$ cat src/rtl/morse_pkg.sv
// Shared symbol codes and SOS pattern for the Morse classifier.
// Optional SOS matcher is built only with MORSE_SOS_EN.
package morse_pkg;

  typedef logic [1:0] sym_t;

  localparam sym_t SYM_DOT   = 2'b00;
  localparam sym_t SYM_SPACE = 2'b10;
  localparam sym_t SYM_DASH  = 2'b11;

  // History bit per mark: 1 = dash. Symmetric, so shift order is moot.
  localparam int SOS_LEN = 9;
  localparam logic [SOS_LEN-1:0] SOS_PAT = 9'b000_111_000;

  function automatic logic is_mark(sym_t s);
    return (s == SYM_DOT) || (s == SYM_DASH);
  endfunction

endpackage

$ cat src/rtl/morse_sos_match.sv
// Nine-deep dot/dash history that strobes sos_found on ...---...
// Built only when MORSE_SOS_EN is defined.
module morse_sos_match
  import morse_pkg::*;
(
  input  logic       clk,
  input  logic       rst_n,
  input  logic       sym_valid,
  input  logic [1:0] sym,
  output logic       sos_found
);

  logic [SOS_LEN-1:0] hist;
  logic [SOS_LEN-1:0] hist_nxt;
  logic [3:0]         fill;
  logic [3:0]         fill_nxt;
  logic               hit;
  logic               take;

  assign take = sym_valid && is_mark(sym);

  always_comb begin
    hist_nxt = hist;
    fill_nxt = fill;
    hit      = 1'b0;
    if (take) begin
      hist_nxt = {hist[SOS_LEN-2:0], sym == SYM_DASH};
      if (fill != 4'(SOS_LEN)) begin
        fill_nxt = fill + 4'd1;
      end
      // fill guards against the cleared zeros posing as dots
      hit = (fill >= 4'(SOS_LEN - 1)) &&
            (hist_nxt == SOS_PAT);
      if (hit) begin
        hist_nxt = '0;
        fill_nxt = '0;
      end
    end
  end

  always_ff @(posedge clk) begin
    if (!rst_n) begin
      hist      <= '0;
      fill      <= '0;
      sos_found <= 1'b0;
    end else begin
      hist      <= hist_nxt;
      fill      <= fill_nxt;
      sos_found <= hit;
    end
  end

endmodule

$ cat src/rtl/morse_dash_dot.sv
// Serial Morse run-length classifier: dot, dash and space strobes.
// Define MORSE_SOS_EN to add the sos_found output and matcher.
module morse_dash_dot
  import morse_pkg::*;
#(
  parameter int CNT_W     = 4,
  parameter int DOT_MAX   = 2,
  parameter int SPACE_MIN = 4
) (
  input  logic       clk,
  input  logic       rst_n,
  input  logic       data_in,
  output logic       ready,
  output logic [1:0] symbol
`ifdef MORSE_SOS_EN
  ,
  output logic       sos_found
`endif
);

  localparam logic [CNT_W-1:0] CNT_MAX = '1;
  localparam logic [CNT_W-1:0] CNT_ONE = CNT_W'(1);
  localparam logic [CNT_W-1:0] DOT_LIM = CNT_W'(DOT_MAX);
  localparam logic [CNT_W:0]   SPC_AT  = (CNT_W+1)'(SPACE_MIN);

  logic [CNT_W-1:0] hi_cnt;
  logic [CNT_W-1:0] hi_nxt;
  logic [CNT_W-1:0] lo_cnt;
  logic [CNT_W-1:0] lo_nxt;
  logic [CNT_W:0]   lo_inc;
  logic             armed;
  logic             armed_nxt;
  logic             ready_nxt;
  sym_t             sym_nxt;

  logic in_mark;
  logic mark_end;
  logic in_gap;

  assign in_mark  = data_in;
  assign mark_end = !data_in && (hi_cnt != '0);
  assign in_gap   = !data_in && (hi_cnt == '0);

  // Unsaturated so a pinned counter can never re-hit SPACE_MIN
  assign lo_inc = {1'b0, lo_cnt} + (CNT_W+1)'(1);

  always_comb begin
    hi_nxt    = hi_cnt;
    lo_nxt    = lo_cnt;
    armed_nxt = armed;
    ready_nxt = 1'b0;
    sym_nxt   = symbol;
    unique case (1'b1)
      in_mark: begin
        if (hi_cnt != CNT_MAX) begin
          hi_nxt = hi_cnt + CNT_ONE;
        end
        lo_nxt    = '0;
        armed_nxt = 1'b1;
      end
      mark_end: begin
        ready_nxt = 1'b1;
        sym_nxt   = (hi_cnt <= DOT_LIM) ?
                    SYM_DOT : SYM_DASH;
        hi_nxt    = '0;
        lo_nxt    = CNT_ONE;
      end
      in_gap: begin
        if (lo_cnt != CNT_MAX) begin
          lo_nxt = lo_cnt + CNT_ONE;
        end
        if (armed && (lo_inc == SPC_AT)) begin
          ready_nxt = 1'b1;
          sym_nxt   = SYM_SPACE;
          armed_nxt = 1'b0;
        end
      end
      default: ;
    endcase
  end

  always_ff @(posedge clk) begin
    if (!rst_n) begin
      hi_cnt <= '0;
      lo_cnt <= '0;
      armed  <= 1'b0;
      ready  <= 1'b0;
      symbol <= SYM_DOT;
    end else begin
      hi_cnt <= hi_nxt;
      lo_cnt <= lo_nxt;
      armed  <= armed_nxt;
      ready  <= ready_nxt;
      symbol <= sym_nxt;
    end
  end

`ifdef MORSE_SOS_EN
  morse_sos_match u_sos (
    .clk       (clk),
    .rst_n     (rst_n),
    .sym_valid (ready),
    .sym       (symbol),
    .sos_found (sos_found)
  );
`endif

endmodule

$ cat config.mk
export PLATFORM = sky130hd
export DESIGN_NAME = morse_dash_dot
export DESIGN_NICKNAME = d
export VERILOG_FILES = /design/src/rtl/morse_pkg.sv /design/src/rtl/morse_sos_match.sv /design/src/rtl/morse_dash_dot.sv
export SDC_FILE = /design/constraint.sdc
export NUM_CORES = 1
export LEC_CHECK = 0
export ABC_AREA = 1
export ABC_CLOCK_PERIOD_IN_PS = 1800
export CORE_MARGIN = 2
export CORE_UTILIZATION = 30
export DETAILED_ROUTE_END_ITERATION = 8
export SETUP_SLACK_MARGIN = 0.1
export SLEW_MARGIN = 20
export SYNTH_ARGS = -nofsm -noshare
export SYNTH_HDL_FRONTEND = slang
export SYNTH_SLANG_ARGS = --single-unit
$ cat constraint.sdc
create_clock -name clk -period 1.8 [get_ports clk]
set_clock_uncertainty 0.05 [all_clocks]
set_input_delay 0.27 -clock clk [delete_from_list [all_inputs] [get_ports clk]]
set_output_delay 0.27 -clock clk [all_outputs]
set_load 0.02 [all_outputs]
==> impl_metrics.ini <==
[final_layout]
antennaDiodeCount = 0
final_cell_mix = 20 x nand2_1, 12 x inv_1, 12 x dfxtp_1
drive_gt1_share_pct = 19.2
fin_nets = 113
regArea_um2 = 240
layout_commonest_cell = nand2_1
finalNonFillerCells = 132
finish.utilization_pct = 37.4
fill_cells = 228
areaGrowthSynthToFinish_pct = 20.4
multiInputGateArea_um2 = 360

[die]
coreArea_mm2 = 0.00215
ioPinCount = 6
die-area_mm2 = 0.00262
start_util_pct = 31.1
rows = 17
die_x_um = 51.2
die_y_um = 51.2

[critical_path]
cp_num_buf_inv = 1
endpoint_kind = output pin
cpPeakStageDelay_ns = 0.60
reg2reg_from = lo_cnt[0]
cp.depth = 1
critPathKind = flop to output pin
timing.rr.end = symbol[1]
worstPathMaxFanout = 2
critPathRequiredTime_ns = 1.48
start_kind = flop
critPathTopFamily = buffers and inverters
crit_path_cell_trace = clkdlybuf4s50_1
slowest_stage = clkdlybuf4s50_1
r2r_setup_slack_ns = 0.40
reg2reg_depth = 7
worst_ep_arrival_time_ns = 1.20

[sta]
rsz0062_at_grt = no
fin_hold_ws_ns = 0.458
layout_min_cycle_time_ns = 1.52
timing.fmax_mhz = 656
hold_viol = 0
drv_slew = 0
max_slew.worst_pin.slew_ns = 0.212
maxSlewHeadroom_pct = 85.7
setup_violations = 0
post-route-period-util_pct = 84.6
fin_tns_setup_ns = 0

[min_path]
hold_depth = 2
hold_start = armed
min_to = armed
hold_path_class = flop to flop

[logic_synthesis]
yosys.area_share.simple_pct = 30.1
synthAdderAreaFrac_pct = 9.36
postSynthCellCount = 93
yosys_warnings = 0
syn-num-nets = 101
ys_ff_latch = 12
synth_mux_area_share_pct = 0
yosysSeqAreaShare_pct = 36.0
synth_compound_area_share_pct = 14.4
avgSynthCellArea_um2 = 7.18
netlist-cell-type-count = 21
synth_top_family_by_area = simple AND/OR/NAND/NOR gates
syn_area_um2 = 668
synthXorXnorAreaFrac_pct = 0

[global_route]
grtUsageMet2_pct = 18.0
gr-usage-all-layers_pct = 11.2
grt-busiest-layer = met2
grt_pass1_vias = 577
grt_max_degree = 8
met1_usage_pct = 14.0
grt_overflow_total = 0
grt_antenna_before_repair = 0
grt_use_met3_pct = 4.39
grt_first_pass_wirelength_mm = 2.23

[place]
dpl.hpwl_um = 917
dp_cells = 128
gp_congestion = 0.803
io_buffers = 5

[run_status]
outcome = finished clean

[routing]
drtPass1Iterations = 4
vias_per_cell = 4.47
drt.antenna.violating_nets = 0
wl_per_cell_um = 9.14
totalWireLength_mm = 1.21
via_count = 590
drt_iter0_markers = 9
remaining_drc_errors = 0

[clock_network]
cts.path.max_buffers = 2
cts_setup_buffers = 0
clk-insertion-delay-late_ns = 0.27
cts_resized = 0
cts_buffers = 3
clk_pin_slew_ns = 0.08
cts_tree = built
hold_buffers = 0
cts_sinks = 12
cts_htree_levels = 1
cts_root_buffer = clkbuf_4

[power_and_ir_drop]
vdd_drop_max_v = 0.000345
powerDensity_mw_per_mm2 = 740
total_leakage_power_nw = 0.373

[job]
drv_cap = 0
cell families after synthesis:
logic type,after synthesis
buf+inv,18
flops,12
compound gates,15
simple gates,43
fa+ha+maj,5
registers in the layout, indices dropped and copies added, names as in the netlist:
signal,count
armed,1
hi_cnt,4
lo_cnt,4
ready,1
symbol,2
cell type report:
class,instances,share of cell area (%)
timing repair buffer,7,8.09
multi-input combinational,63,44.8
inverter,18,8.40
sequential,12,29.9
clock buffer,4,4.51
tap,28,4.35
synth_stat cells:
cell type,instances,share of area [%]
or2_0,1,0.94
o21ai_2,1,1.3
ha_1,5,9.4
nand2_2,2,1.9
o21ai_0,1,0.75
inv_1,12,6.7
o21ai_1,2,1.5
nand3_2,2,3.0
nand4_1,1,0.94
nand3_1,6,4.5
nor2_1,8,4.5
inv_2,5,2.8
a21oi_1,7,5.2
a211oi_2,1,1.9
nand2_1,20,11
a21oi_2,2,2.6
dfxtp_1,12,36
o211ai_1,1,1.1
nor2_4,1,1.7
clkinv_1,1,0.56
nor3_1,2,1.5
where the power goes:
part / switching [mW] / total [mW] / leakage (nW) / internal (mW)
sequential: 0.0110 / 0.289 / 0.0981 / 0.278
combinational: 0.0513 / 0.0907 / 0.254 / 0.0394
clock: 0.0926 / 0.216 / 0.0210 / 0.123
total: 0.155 / 0.595 / 0.373 / 0.440
through the flow:
| step | cell area, um^2 | power (mW) | setup WS (ns) |
|---|---|---|---|
| after global routing | 805 | 0.633 | 0.206 |
| after CTS | 805 | 0.607 | 0.255 |
| final | 805 | 0.595 | 0.277 |
| after detailed placement | 768 | 0.386 | 0.220 |
| after global placement | 768 | 0.384 | 0.252 |
| after floorplan | 668 | 0.354 | 0.534 |
how the worst max path moves through the flow:
stage,end,startpoint
CTS,symbol[1],symbol[1]
global route,symbol[1],symbol[1]
detailed placement,symbol[1],data_in
finish,symbol[1],symbol[1]
global placement,symbol[1],data_in
floorplan,symbol[1],hi_cnt[0]
metal layers:
metal	vias to the layer above	wire length (um)	part of all wire (%)
met1	262	618	51
met5	-	0	0
met2	11	531	44
li1	317	-	-
met4	0	0	0
met3	0	56	4.6
Note: power is estimated with default switching activity, not from simulation.
